`src/rtl/gigatron_video_pkg.sv`:
```
// Shared constants and helpers for the Gigatron video output path.
// Holds OUT register bit positions, default raster timing and the colour
// expansion function used by gigatron_video_out.
package gigatron_video_pkg;

  // OUT register layout: [1:0] R, [3:2] G, [5:4] B, [6] hsync_n, [7] vsync_n
  localparam int unsigned OUT_R_LSB = 0;
  localparam int unsigned OUT_G_LSB = 2;
  localparam int unsigned OUT_B_LSB = 4;
  localparam int unsigned OUT_HS    = 6;
  localparam int unsigned OUT_VS    = 7;

  // Raster counter widths
  localparam int unsigned HCNT_W = 8;
  localparam int unsigned VCNT_W = 10;

  // Default timing, in CPU cycles and scanlines
  localparam int unsigned DEF_LINE_LEN    = 200;
  localparam int unsigned DEF_FRAME_LINES = 525;
  localparam int unsigned DEF_H_START     = 36;
  localparam int unsigned DEF_H_ACTIVE    = 160;
  localparam int unsigned DEF_V_START     = 35;
  localparam int unsigned DEF_V_ACTIVE    = 480;
  localparam int unsigned DEF_LOCK_FRAMES = 2;

  // 2-bit channel to 4-bit by replication: 0->0, 1->5, 2->A, 3->F
  function automatic logic [3:0] expand2(input logic [1:0] c);
    return {c, c};
  endfunction

endpackage

```
`src/rtl/gigatron_video_lock.sv`:
```
// Timing-lock tracker for the recovered Gigatron raster.
// Ports:
//   clock, reset      system clock, async active-high reset
//   ce                CPU-cycle enable
//   hs_fall_i         hsync falling edge seen this cycle
//   vs_fall_i         vsync falling edge seen this cycle (only with hs_fall_i)
//   hcnt_i, vcnt_i    counter values before this cycle's update
//   locked_o          timing stable for LOCK_FRAMES consecutive frames
module gigatron_video_lock
  import gigatron_video_pkg::*;
#(
  parameter int unsigned LINE_LEN    = DEF_LINE_LEN,
  parameter int unsigned FRAME_LINES = DEF_FRAME_LINES,
  parameter int unsigned LOCK_FRAMES = DEF_LOCK_FRAMES
) (
  input  logic              clock,
  input  logic              reset,
  input  logic              ce,
  input  logic              hs_fall_i,
  input  logic              vs_fall_i,
  input  logic [HCNT_W-1:0] hcnt_i,
  input  logic [VCNT_W-1:0] vcnt_i,
  output logic              locked_o
);

  localparam int unsigned GF_W = $clog2(LOCK_FRAMES + 1);

  logic [GF_W-1:0] gf_q, gf_d;
  logic            armed_q, armed_d;
  logic            err_c;

  // Error detection and good-frame accounting
  always_comb begin
    gf_d    = gf_q;
    armed_d = armed_q;
    err_c   = (hs_fall_i && (hcnt_i != HCNT_W'(LINE_LEN - 1))) ||
              (vs_fall_i && (vcnt_i != VCNT_W'(FRAME_LINES - 1)));
    if (err_c) begin
      // An erroring frame end still opens a new measurement window
      gf_d    = '0;
      armed_d = vs_fall_i;
    end else if (vs_fall_i) begin
      if (armed_q && (gf_q != GF_W'(LOCK_FRAMES))) begin
        gf_d = gf_q + GF_W'(1);
      end
      armed_d = 1'b1;
    end
  end

  always_ff @(posedge clock or posedge reset) begin
    if (reset) begin
      gf_q     <= '0;
      armed_q  <= 1'b0;
      locked_o <= 1'b0;
    end else if (ce) begin
      gf_q     <= gf_d;
      armed_q  <= armed_d;
      locked_o <= (gf_d == GF_W'(LOCK_FRAMES));
    end
  end

endmodule

```
`src/rtl/gigatron_video_out.sv`:
```
// Gigatron OUT register to VGA/HDMI-encoder video stream.
// Recovers raster position from software sync bits, expands 2-bit colour
// to 4-bit, blanks outside the visible window and tracks timing lock.
// Ports:
//   clock, reset        system clock, async active-high reset
//   ce                  one pulse per CPU cycle
//   out_i               OUT register {vs_n, hs_n, B, G, R}
//   vga_r/g/b           blanked 4-bit colour
//   hs_n, vs_n          delay-matched syncs
//   de, x, y            visible-area enable and pixel coordinates
//   frame_start         one-clock pulse at each detected frame start
//   locked              timing stable
module gigatron_video_out
  import gigatron_video_pkg::*;
#(
  parameter int unsigned LINE_LEN    = DEF_LINE_LEN,
  parameter int unsigned FRAME_LINES = DEF_FRAME_LINES,
  parameter int unsigned H_START     = DEF_H_START,
  parameter int unsigned H_ACTIVE    = DEF_H_ACTIVE,
  parameter int unsigned V_START     = DEF_V_START,
  parameter int unsigned V_ACTIVE    = DEF_V_ACTIVE,
  parameter int unsigned LOCK_FRAMES = DEF_LOCK_FRAMES
) (
  input  logic       clock,
  input  logic       reset,
  input  logic       ce,
  input  logic [7:0] out_i,
  output logic [3:0] vga_r,
  output logic [3:0] vga_g,
  output logic [3:0] vga_b,
  output logic       hs_n,
  output logic       vs_n,
  output logic       de,
  output logic [7:0] x,
  output logic [8:0] y,
  output logic       frame_start,
  output logic       locked
);

  logic [7:0]        s1_q;
  logic              hs_prev_q;
  logic              vs_line_q;
  logic [HCNT_W-1:0] hcnt_q, hcnt_d;
  logic [VCNT_W-1:0] vcnt_q, vcnt_d;
  logic              hs_fall_c, vs_fall_c, de_c;

  // Sync edge detection, counter next-state and visible window for the
  // sample held in s1 (counters here describe that same sample)
  always_comb begin
    hs_fall_c = hs_prev_q & ~s1_q[OUT_HS];
    vs_fall_c = hs_fall_c & vs_line_q & ~s1_q[OUT_VS];

    hcnt_d = hcnt_q;
    if (hs_fall_c) begin
      hcnt_d = '0;
    end else if (hcnt_q != '1) begin
      hcnt_d = hcnt_q + HCNT_W'(1);
    end

    vcnt_d = vcnt_q;
    if (vs_fall_c) begin
      vcnt_d = '0;
    end else if (hs_fall_c && (vcnt_q != '1)) begin
      vcnt_d = vcnt_q + VCNT_W'(1);
    end

    de_c = (hcnt_d >= HCNT_W'(H_START)) && (hcnt_d < HCNT_W'(H_START + H_ACTIVE)) &&
           (vcnt_d >= VCNT_W'(V_START)) && (vcnt_d < VCNT_W'(V_START + V_ACTIVE));
  end

  // Stage 1 capture, raster counters and stage 2 output registers
  always_ff @(posedge clock or posedge reset) begin
    if (reset) begin
      s1_q        <= 8'hC0;
      hs_prev_q   <= 1'b1;
      vs_line_q   <= 1'b1;
      hcnt_q      <= '1;
      vcnt_q      <= '1;
      vga_r       <= '0;
      vga_g       <= '0;
      vga_b       <= '0;
      hs_n        <= 1'b1;
      vs_n        <= 1'b1;
      de          <= 1'b0;
      x           <= '0;
      y           <= '0;
      frame_start <= 1'b0;
    end else begin
      // frame_start is a single system-clock pulse regardless of ce
      frame_start <= 1'b0;
      if (ce) begin
        s1_q      <= out_i;
        hs_prev_q <= s1_q[OUT_HS];
        if (hs_fall_c) begin
          vs_line_q <= s1_q[OUT_VS];
        end
        hcnt_q      <= hcnt_d;
        vcnt_q      <= vcnt_d;
        frame_start <= vs_fall_c;
        vga_r       <= de_c ? expand2(s1_q[OUT_R_LSB +: 2]) : 4'h0;
        vga_g       <= de_c ? expand2(s1_q[OUT_G_LSB +: 2]) : 4'h0;
        vga_b       <= de_c ? expand2(s1_q[OUT_B_LSB +: 2]) : 4'h0;
        hs_n        <= s1_q[OUT_HS];
        vs_n        <= s1_q[OUT_VS];
        de          <= de_c;
        x           <= de_c ? (hcnt_d - HCNT_W'(H_START)) : 8'h00;
        y           <= de_c ? 9'(vcnt_d - VCNT_W'(V_START)) : 9'h000;
      end
    end
  end

  gigatron_video_lock #(
    .LINE_LEN    (LINE_LEN),
    .FRAME_LINES (FRAME_LINES),
    .LOCK_FRAMES (LOCK_FRAMES)
  ) u_lock (
    .clock     (clock),
    .reset     (reset),
    .ce        (ce),
    .hs_fall_i (hs_fall_c),
    .vs_fall_i (vs_fall_c),
    .hcnt_i    (hcnt_q),
    .vcnt_i    (vcnt_q),
    .locked_o  (locked)
  );

endmodule

```
`config.mk`:
```
export PLATFORM = sky130hd
export DESIGN_NAME = gigatron_video_out
export DESIGN_NICKNAME = d
export VERILOG_FILES = /design/src/rtl/gigatron_video_pkg.sv /design/src/rtl/gigatron_video_lock.sv /design/src/rtl/gigatron_video_out.sv
export SDC_FILE = /design/constraint.sdc
export NUM_CORES = 1
export LEC_CHECK = 0
export CAP_MARGIN = 5
export CORE_UTILIZATION = 60
export DETAILED_ROUTE_END_ITERATION = 10
export PLACE_DENSITY = 0.86
export SYNTH_ARGS = -nofsm -noshare
export SYNTH_HDL_FRONTEND = slang
export SYNTH_SLANG_ARGS = --single-unit
export TNS_END_PERCENT = 100
```
`constraint.sdc`:
```
create_clock -name clock -period 4.75 [get_ports clock]
set_clock_uncertainty 0.1 [all_clocks]
set_input_delay 0.7125 -clock clock [delete_from_list [all_inputs] [get_ports clock]]
set_output_delay 0.7125 -clock clock [all_outputs]
set_load 0.01 [all_outputs]
```
After elaboration in Yosys (flattened, before gate mapping)
Cells that the tools add are included.
{"block": "totals", "reg_bits": 64, "inputBits": 11, "out_inout_bits": 34}
{"block": "classes", "addsub": 5, "magnitude_cmp": 4, "n_eq_ne": 6, "n_mux": 15, "n_bitwise": 5, "n_reduce_logical": 11}
{"operator": "8-bit 2-to-1 mux", "n": 3}
{"operator": "10-bit 2-to-1 mux", "n": 2}
{"operator": "10-bit != test (second input constant)", "n": 2}
{"operator": "8-bit != test (second input constant)", "n": 2}
{"operator": "4-bit 2-to-1 mux", "n": 3}
{"operator": "10-bit by 1-bit adder with 10-bit output (second input constant)", "n": 1}
{"operator": "10-bit by 6-bit >= comparator with 1-bit output (second input constant)", "n": 1}
{"operator": "10-bit less-than comparator (second input constant)", "n": 1}
{"operator": "9-bit 2-to-1 mux", "n": 1}
{"operator": "9-bit by 6-bit subtractor with 9-bit output (second input constant)", "n": 1}
{"operator": "8-bit by 1-bit adder with 8-bit output (second input constant)", "n": 1}
{"operator": "8-bit by 6-bit >= comparator with 1-bit output (second input constant)", "n": 1}
{"operator": "8-bit less-than comparator (second input constant)", "n": 1}
{"operator": "8-bit by 6-bit subtractor with 8-bit output (second input constant)", "n": 1}
{"operator": "1-bit logical AND", "n": 7}
{"operator": "2-bit 2-to-1 mux", "n": 3}
{"operator": "2-bit AND reduction", "n": 2}
{"operator": "1-bit bitwise AND", "n": 3}
{"operator": "1-bit 2-to-1 mux", "n": 3}
{"operator": "2-bit by 1-bit adder with 2-bit output (second input constant)", "n": 1}
{"operator": "2-bit equality test (second input constant)", "n": 1}
{"operator": "2-bit != test (second input constant)", "n": 1}
{"operator": "1-bit NOT", "n": 2}
{"operator": "2-bit nonzero test", "n": 1}
{"operator": "1-bit logical OR", "n": 1}

Logic depth before layout (Yosys ltp)
Gate-level depths: netlist of the first run.
{"block": "depth", "depth_word": 9, "mapped_depth": 14, "ltp_nobuf": 12}

Hierarchy
Synthesis of the first run repeated with hierarchy kept, for this count alone.
{"block": "unflattened", "hier_cells": 339, "hier_area_um2": 3502.1}
{"mod": "gigatron_video_out", "instances": 1, "cells_each": 302, "area_each_um2": 3165.5, "seq_area_each_um2": 1380.1}
{"mod": "gigatron_video_lock", "instances": 1, "cells_each": 37, "area_each_um2": 336.6, "seq_area_each_um2": 100.1}

Worst setup path before layout of the first run
OpenSTA, ideal clock, no wires.
{"block": "synth_timing", "path_kind": "reg2reg", "start": "register hcnt_q[1]", "end": "register y[0]", "t_arrival_ps": 3023, "required_ps": 4569, "slack_ps": 1545, "stages_incl_launch_ff": 14, "n_path_buf": 2, "cell_sequence": "dfstp_2 -> ha_1 -> nand4_1 -> or2_2 -> clkbuf_1 -> a211oi_1 -> ha_1 -> nand2_1 -> o2111ai_1 -> o2bb2ai_1 -> nand3_1 -> a211o_4 -> buf_6 -> o22ai_2"}
{"block": "synth_between", "elab_chain_len": 8}
{"item": "start: declaration", "line": "gigatron_video_out.sv:43", "source": "logic [HCNT_W-1:0] hcnt_q, hcnt_d;"}
{"item": "start signal: assignment", "line": "gigatron_video_out.sv:97", "source": "hcnt_q <= hcnt_d;"}
{"item": "8-bit by 1-bit adder with 8-bit output / 8-bit != test (equally long branches)", "line": "gigatron_video_out.sv:57, gigatron_video_out.sv:56"}
{"item": "8-bit 2-to-1 mux (*)", "line": "gigatron_video_out.sv:56", "source": "end else if (hcnt_q != '1) begin"}
{"item": "8-bit 2-to-1 mux (*)", "line": "gigatron_video_out.sv:54", "source": "if (hs_fall_c) begin"}
{"item": "net hcnt_d[2]", "line": "gigatron_video_out.sv:43"}
{"item": "8-bit by 6-bit >= comparator with 1-bit output / 8-bit less-than comparator (equally long branches)", "line": "gigatron_video_out.sv:67", "source": "de_c = (hcnt_d >= HCNT_W'(H_START)) && (hcnt_d < HCNT_W'(H_START + H_ACTIVE)) &&"}
{"item": "1-bit logical AND (*) (2 in a row)", "line": "gigatron_video_out.sv:67"}
{"item": "1-bit logical AND (*)", "line": "gigatron_video_out.sv:68", "source": "(vcnt_d >= VCNT_W'(V_START)) && (vcnt_d < VCNT_W'(V_START + V_ACTIVE));"}
{"item": "9-bit 2-to-1 mux (*)", "line": "gigatron_video_out.sv:107", "source": "y <= de_c ? 9'(vcnt_d - VCNT_W'(V_START)) : 9'h000;"}
{"item": "end signal: assignment", "line": "gigatron_video_out.sv:107"}
{"item": "end: declaration", "line": "gigatron_video_out.sv:35", "source": "output logic [8:0] y,"}
The timed path passes the listed nets; every way through them passes the cells marked *.
A chain may end at the register's enable or synchronous reset.

Worst setup path in the final report of the first run
{"block": "layout_timing", "start": "register hcnt_q[0]", "end": "register x[0]"}
{"block": "layout_between", "elab_chain_len": 8}
{"item": "8-bit by 1-bit adder with 8-bit output / 8-bit != test (equally long branches)", "line": "gigatron_video_out.sv:57, gigatron_video_out.sv:56"}
{"item": "8-bit 2-to-1 mux (*)", "line": "gigatron_video_out.sv:56"}
{"item": "8-bit 2-to-1 mux (*)", "line": "gigatron_video_out.sv:54"}
{"item": "net hcnt_d[2]", "line": "gigatron_video_out.sv:43"}
{"item": "8-bit by 6-bit >= comparator with 1-bit output / 8-bit less-than comparator (equally long branches)", "line": "gigatron_video_out.sv:67"}
{"item": "1-bit logical AND (*) (2 in a row)", "line": "gigatron_video_out.sv:67"}
{"item": "1-bit logical AND (*)", "line": "gigatron_video_out.sv:68"}
{"item": "8-bit 2-to-1 mux (*)", "line": "gigatron_video_out.sv:106", "source": "x <= de_c ? (hcnt_d - HCNT_W'(H_START)) : 8'h00;"}
{"item": "end signal: assignment", "line": "gigatron_video_out.sv:106"}
{"item": "end: declaration", "line": "gigatron_video_out.sv:34", "source": "output logic [7:0] x,"}
Marks and branches as above.

==> results of run 1 <==
## cells in the mapped netlist (2+ instances only)
cell	number
o2111ai_1	2
a211o_1	2
nand4_1	7
and2_1	4
nor2b_1	5
mux2i_1	5
o211ai_1	2
nand3_1	10
nor3_1	4
and4_1	2
o22ai_2	19
xor2_1	5
dfrtp_1	35
a21o_1	4
nor3_2	3
nor4_1	3
buf_4	6
a211oi_2	2
a211oi_1	3
o22ai_1	3
nand2_1	23
o21ai_0	15
ha_1	7
dfstp_2	23
mux2_2	16
a21oi_1	8
inv_1	42
and3_1	8
o32ai_2	2
xnor2_1	9
clkbuf_1	12
nor2_1	17
buf_6	5
a31oi_1	4
a311oi_1	2
nand2b_1	2
## cell type report
| cell class | instances | share of cell area [%] |
|---|---|---|
| sequential | 58 | 36.3 |
| tap | 72 | 2.21 |
| timing repair buffer | 47 | 11.2 |
| inverter | 42 | 3.86 |
| clock buffer | 12 | 3.80 |
| multi-input combinational | 219 | 41.7 |
| clock inverter | 3 | 0.981 |
## metrics by stage
stage | utilization [%] | cells | hold WS [ns] | setup WS, ns
floorplan | - | 344 | 0.350 | 1.55
global placement | 69.7 | 438 | 0.366 | 1.22
detailed placement | 69.7 | 438 | 0.398 | 1.08
CTS | 73.2 | 453 | 0.413 | 1.05
global route | 73.2 | 453 | 0.417 | 0.795
finish | 73.2 | 453 | 0.410 | 1.03
## power groups by stage
stage / clock [mW] / combinational (mW) / sequential, mW
final: 0.452 / 0.449 / 0.645
after CTS: 0.460 / 0.447 / 0.642
after detailed placement: 0 / 0.441 / 0.650
after floorplan: 0 / 0.361 / 0.618
after global routing: 0.488 / 0.493 / 0.652
after global placement: 0 / 0.429 / 0.645
## sequential cells by signal, indices dropped and copies added (netlist names)
name and flops:
vcnt_q 10, s1_q 8, vs_line_q 1, vga_b 2, hs_prev_q 1, x 8, de 1, u_lock.gf_q 2
frame_start 1, vs_n 1, u_lock.locked_o 1, hcnt_q 8, u_lock.armed_q 1, vga_r 2, vga_g 2, y 9
## path summary, 6_finish.rpt
kind                                  end  slack (ns)
max                                  x[0]        1.03
min                        u_lock.armed_q        0.41
max reg2reg                          x[0]        1.03
min reg2reg                u_lock.armed_q        0.41
max in group asynchronous       vcnt_q[3]        2.94
min in group asynchronous         s1_q[2]        0.77
## cells in the final DEF, fill, tap and decap left out, types with 4 or more instances in the layout
master           synthesis  layout
a21o_1                   4       4
a21oi_1                  8       8
a31oi_1                  4       4
and2_1                   4       4
and3_1                   8       8
clkbuf_8                 0      11
clkdlybuf4s50_1          0      43
dfrtp_1                 35      35
dfstp_2                 23      23
ha_1                     7       7
inv_1                   42      41
mux2_2                  16      16
mux2i_1                  5       5
nand2_1                 23      23
nand3_1                 10      10
nand4_1                  7       7
nor2_1                  17      17
nor2b_1                  5       5
nor3_1                   4       4
o21ai_0                 15      15
o22ai_2                 19      19
xnor2_1                  9       9
xor2_1                   5       5
## metal layers
| layer | GRT usage, % | part of all wire [%] |
|---|---|---|
| met2 | 43.2 | 47 |
| met5 | 0 | 0 |
| met1 | 37.7 | 46 |
| met3 | 4.30 | 5.2 |
| met4 | 12.6 | 2.2 |
## cells by family (layout without fill, tap and decap cells)
group / after synthesis / count (layout) / share of synthesized area (%)
AND/OR/NAND/NOR: 96 / 96 / 14.9
AO/OA/AOI/OAI: 80 / 80 / 20.7
buffers and inverters: 67 / 104 / 8.95
flip-flops: 58 / 58 / 42.4
multiplexers: 22 / 22 / 7.02
XOR/XNOR: 14 / 14 / 3.51
adder cells (fa/ha/maj): 7 / 7 / 2.51
==> key figures, run 1 <==
Layout
  • Share of cells above drive strength 1: 23.9%
  • Layout fillers: 411
  • Area occupied by multi-input gates: 1700 sq um
  • Final instance area: 4080 sq um
  • N_diodes: 0
  • Seq. cell area: 1480 sq um
  • Nets: 395
  • Layout area overhead: 16.8%

Power
  • Share of power burned in registers: 41.7%
  • Combinational group share of total power: 29.0%
  • Int Power: 1.03 mW
  • Sw frac: 33.5%
  • Total Power: 1.55 mW
  • Clock Power Share: 29.2%
  • Maximum VDD drop: 0.263 mV
  • Sw power: 0.518 mW
  • Pleak: 1.66 nW
  • Power density cells: 379 nW/um^2

CTS
  • Clock root buffer: clkbuf_8
  • Post-cts resize count: 0
  • Post-CTS setup buffers: 0
  • CTS tree: yes
  • Clock Path Buffers: 2
  • Clock slew at reported path FFs: 0.07 ns
  • Worst-skew pair later-pin latency: 0.34 ns
  • Num CTS Buffers: 9
  • CTS Hold Buffers Added: 0
  • Htree depth: 3
  • Clock sinks: 58

Routing
  • ANT nets after route: 0
  • DR iter-0 viols: 176
  • DR vias/cell: 6.02
  • Average wire per standard cell: 16.6 um
  • Total wire length: 7530 um
  • DR DRC count: 0
  • Drt pass-1 iters: 5
  • Vias: 2,729

GRT
  • Tot GR Track Use: 27.6%
  • Initial antenna violation count: 0
  • First-pass GRT wire length: 13,000 um
  • Largest net degree at the start of global routing: 55
  • Global route total overflow: 0
  • Number of global-route vias before repair: 2,706

Setup path
  • Crit-path cells: ha_1, nand4_1, or2_2, a211oi_1, ha_1, nand2_1, o2111ai_1, o2bb2ai_1, nand3_1, a211o_4, o32ai_2
  • Worst path most repeated cell: ha_1
  • Instance count on the critical path: 11
  • WP data required: 4.90 ns
  • Crit path buf inv count: 0
  • Beginning of the critical path: hcnt_q[0]
  • Crit path launch type: register
  • Crit-path slowest cell: dfstp_2
  • Critical path class: reg -> reg
  • Critical Path End Type: register
  • CP Data Arrival Time: 3.87 ns
  • Crit Path Max Fanout: 24
  • Slowest cell delay on critical path: 0.60 ns
  • Reg2reg start: hcnt_q[0]
  • Cell family with most CP delay: compound AO/OA/AOI/OAI gates
  • Reg2Reg Depth: 11

STA
  • Final setup viols: 0
  • RSZ-0062 raised after global routing: false
  • Fin crit period: 3.72 ns
  • Setup TNS: 0 ns
  • Slew HR: 43.1%
  • Fin crit share: 78.4%
  • Hold Vio Cnt, Final: 0
  • Fin. max-slew vios: 0
  • Slew of the pin with the lowest slew margin: 0.852 ns
  • Highest clock rate: 269 MHz

Hold path
  • Hold Crit Depth: 1
  • Hold Path Class: reg -> reg
  • Hold Path Origin: u_lock.armed_q

Logic synthesis
  • Seq/Total Area, Yosys: 42.4%
  • Syn_area_per_cell: 10.2 sq um
  • Top cell type's share of synthesized area: 25.1%
  • Distinct cell type count after synthesis: 59
  • Post-Syn Nets: 362
  • Ys Warns: 0
  • FFs w/ async S/R, synth: 100%
  • Predominant post-synthesis flop cell: dfrtp_1
  • Synth top area cells: dfrtp_1 25%, dfstp_2 17%, o22ai_2 6.8%
  • Cell count after synthesis: 344
  • Post-synth EDFFs: 0
  • Syn Std Cell Area: 3490 sq um
  • Seq cells post-synth: 58
  • Post-synth top area cell: dfrtp_1

Placed design
  • Number of port buffers: 44
  • Placed instance area: 3890 sq um
  • HPWL Detailed: 5320 um
  • Routability Congestion: 0.931

Floorplan
  • I/O pin total: 45
  • Die width: 78.3 um
  • Core ar.: 5570 sq um
  • Chip Height: 78.3 um
  • Num rows: 27
  • Initial Utilization: 62.7%
  • Die area: 6130 sq um

Status
  • Outcome: finished clean

Flow run
  • Max-Cap Viols: 0
Note: power is estimated with default switching activity, not from simulation.
==> run 2, diff against run 1 <==
--- a/config.mk
+++ b/config.mk
@@ -6,9 +6,9 @@
 export NUM_CORES = 1
 export LEC_CHECK = 0
 export CAP_MARGIN = 5
-export CORE_UTILIZATION = 60
+export CORE_UTILIZATION = 56
 export DETAILED_ROUTE_END_ITERATION = 10
-export PLACE_DENSITY = 0.86
+export PLACE_DENSITY = 0.81
 export SYNTH_ARGS = -nofsm -noshare
 export SYNTH_HDL_FRONTEND = slang
 export SYNTH_SLANG_ARGS = --single-unit
==> constraint.sdc (replaced) <==
create_clock -name clock -period 3.8 [get_ports clock]
set_clock_uncertainty 0.1 [all_clocks]
set_input_delay 0.57 -clock clock [delete_from_list [all_inputs] [get_ports clock]]
set_output_delay 0.57 -clock clock [all_outputs]
set_load 0.01 [all_outputs]
==> run 2 against run 1 <==
Maximum frequency up 5.0%. Critical path depth up 1. Register-to-register slack worse by 0.77 ns. Worst setup slack worse by 0.77 ns. Core utilization down 3.8 points.
==> key figures, run 2 (synthesis results as in run 1) <==
Placed design
  • Worst slack at placement: 0.295 ns (-0.782 ns)
  • Dpl cells: 445 (+1.6%)
  • HPWL Detailed: 4870 um (-8.5%)
  • Placed instance area: 3920 sq um (+0.87%)
  • Number of port buffers: 44 (unchanged)
  • Routability Congestion: 0.977 (+5.0%)

Layout
  • Final instance area: 4130 sq um (+1.3%)
  • Most frequent cells in the layout: 43 x clkdlybuf4s50_1, 41 x inv_1, 35 x dfrtp_1
  • Number of flip-flops under the largest register name: 10 (unchanged)
  • Nets: 399 (+1.0%)
  • N_diodes: 0 (unchanged)
  • Top Registers: vcnt_q x10, y x9
  • Layout area overhead: 18.3%
  • Share of cells above drive strength 1: 24.4% (+0.47 points)
  • Top reg by flops: vcnt_q
  • Commonest non-fill, non-tap cell in the layout: clkdlybuf4s50_1
  • Fin util: 69.4% (-3.8 points)
  • Final cell count without fillers: 461 (+1.8%)
  • Layout fillers: 456 (+11%)

GRT
  • Initial antenna violation count: 0 (unchanged)
  • Number of global-route vias before repair: 2,488 (-8.1%)
  • Largest net degree at the start of global routing: 52 (-5.5%)
  • Tot GR Track Use: 23.5% (-4.1 points)
  • Global route total overflow: 0 (unchanged)
  • First-pass GRT wire length: 11,600 um (-11%)

Floorplan
  • Initial Utilization: 58.7% (-4.0 points)
  • Die area: 6560 sq um (+6.9%)
  • I/O pin total: 45 (unchanged)
  • Chip Height: 81.0 um (+3.4%)
  • Core ar.: 5960 sq um (+6.8%)
  • Num rows: 28 (+3.7%)
  • Die width: 81.0 um (+3.4%)

Power
  • Pleak: 1.69 nW (+1.5%)
  • Maximum VDD drop: 0.329 mV (+25%)
  • Total Power: 1.99 mW (+29%)
  • Power density cells: 483 nW/um^2 (+27%)

Routing
  • DR DRC count: 0 (unchanged)
  • Vias: 2,675 (-2.0%)
  • DR vias/cell: 5.80 (-3.7%)
  • DR iter-0 viols: 155 (-12%)
  • ANT nets after route: 0 (unchanged)
  • Total wire length: 6940 um (-7.8%)
  • Drt pass-1 iters: 7 (+2)
  • Average wire per standard cell: 15.0 um (-9.4%)

Hold path
  • Hold Path Sink: u_lock.armed_q
  • Hold Crit Depth: 1 (unchanged)
  • Hold Path Origin: u_lock.armed_q
  • Hold Path Class: reg -> reg

STA
  • Fin crit share: 93.3% (+15 points)
  • Highest clock rate: 282 MHz (+5.0%)
  • Fin. max-slew vios: 0 (unchanged)
  • Fin crit period: 3.55 ns (-0.179 ns)
  • Hold_ws: 0.382 ns (-0.0280 ns)
  • Hold Vio Cnt, Final: 0 (unchanged)
  • Setup TNS: 0 ns (unchanged)
  • RSZ-0062 raised after global routing: false
  • Slew HR: 31.7% (-11 points)
  • Worst setup margin: 0.255 ns (-0.771 ns)
  • Slew of the pin with the lowest slew margin: 1.02 ns (+0.171 ns)
  • Final setup viols: 0 (unchanged)

CTS
  • Clock root buffer: clkbuf_8
  • Post-CTS setup buffers: 0 (unchanged)
  • Post-cts resize count: 0 (unchanged)
  • Htree depth: 3 (unchanged)
  • Clock slew at reported path FFs: 0.06 ns (about the same)
  • Worst-skew pair later-pin latency: 0.34 ns (about the same)
  • CTS Hold Buffers Added: 0 (unchanged)
  • CTS tree: yes
  • Clock sinks: 58 (unchanged)
  • Num CTS Buffers: 9 (unchanged)
  • Clock Path Buffers: 2 (unchanged)

Setup path
  • Crit path launch type: register
  • Critical path class: reg -> reg
  • Reg-to-reg critical path endpoint: x[1]
  • Reg2Reg Setup Slack: 0.25 ns (-0.77 ns)
  • Reg2Reg Depth: 12 (+1)
  • Crit Path Max Fanout: 24 (unchanged)
  • WP data required: 3.94 ns (-0.96 ns)
  • Reg2reg start: hcnt_q[0]
  • Critical Path End Type: register
  • CP Data Arrival Time: 3.68 ns (-0.19 ns)

Status
  • Outcome: finished clean

Flow run
  • Max-Cap Viols: 0 (unchanged)
-- run 2: changes by cell type in the layout (fill, tap and decap cells not counted) --
| cell | delta |
|---|---|
| clkbuf_8 | -1 |
| buf_4 | +4 |
| clkinv_2 | -1 |
| clkbuf_1 | +2 |
| bufinv_16 | +1 |
-- run 2: area by class of cell --
type	instances	area (sq um)	share of cell area, %
multi-input combinational	219	1700	41.1
sequential	58	1480	35.8
inverter	42	158	3.81
clock inverter	3	65.1	1.57
clock buffer	13	149	3.60
timing repair buffer	51	488	11.8
tap	75	93.8	2.27
-- run 2: worst max path at each step --
| stage | start | end | slack (ns) | cells after the start |
|---|---|---|---|---|
| 3_3_place_gp | hcnt_q[0] | x[0] | 0.41 | 12 |
| 2_1_floorplan | hcnt_q[1] | y[0] | 0.60 | 13 |
| 4_1_cts | hcnt_q[0] | x[1] | 0.26 | 12 |
| 3_5_place_dp | hcnt_q[0] | x[1] | 0.29 | 12 |
| 6_report | hcnt_q[0] | x[1] | 0.25 | 12 |
| 5_1_grt | hcnt_q[0] | x[1] | 0.07 | 12 |
-- run 2: critical path, cell delays in order (launching register included) --
cell       delay [ns]
dfstp_2          0.60
ha_1             0.26
nand4_1          0.20
or2_2            0.39
a211oi_1         0.34
buf_4            0.19
inv_1            0.04
ha_1             0.23
o2111ai_1        0.11
o2bb2ai_1        0.14
nand3_1          0.10
a211o_4          0.45
o32ai_2          0.30
-- run 2: power by group --
| group | internal [mW] | leakage [nW] | switching, mW |
|---|---|---|---|
| Sequential | 0.713 | 0.716 | 0.0848 |
| Clock | 0.387 | 0.108 | 0.240 |
| Combinational | 0.247 | 0.864 | 0.323 |
| Total | 1.35 | 1.69 | 0.648 |
-- run 2: routing by layer --
metal	global-route usage [%]	vias up	wire length, um
met5	0	-	0
met2	36.2	93	3160
met1	32.0	1272	3220
met4	11.1	0	138
met3	4.27	17	414
li1	-	1293	-
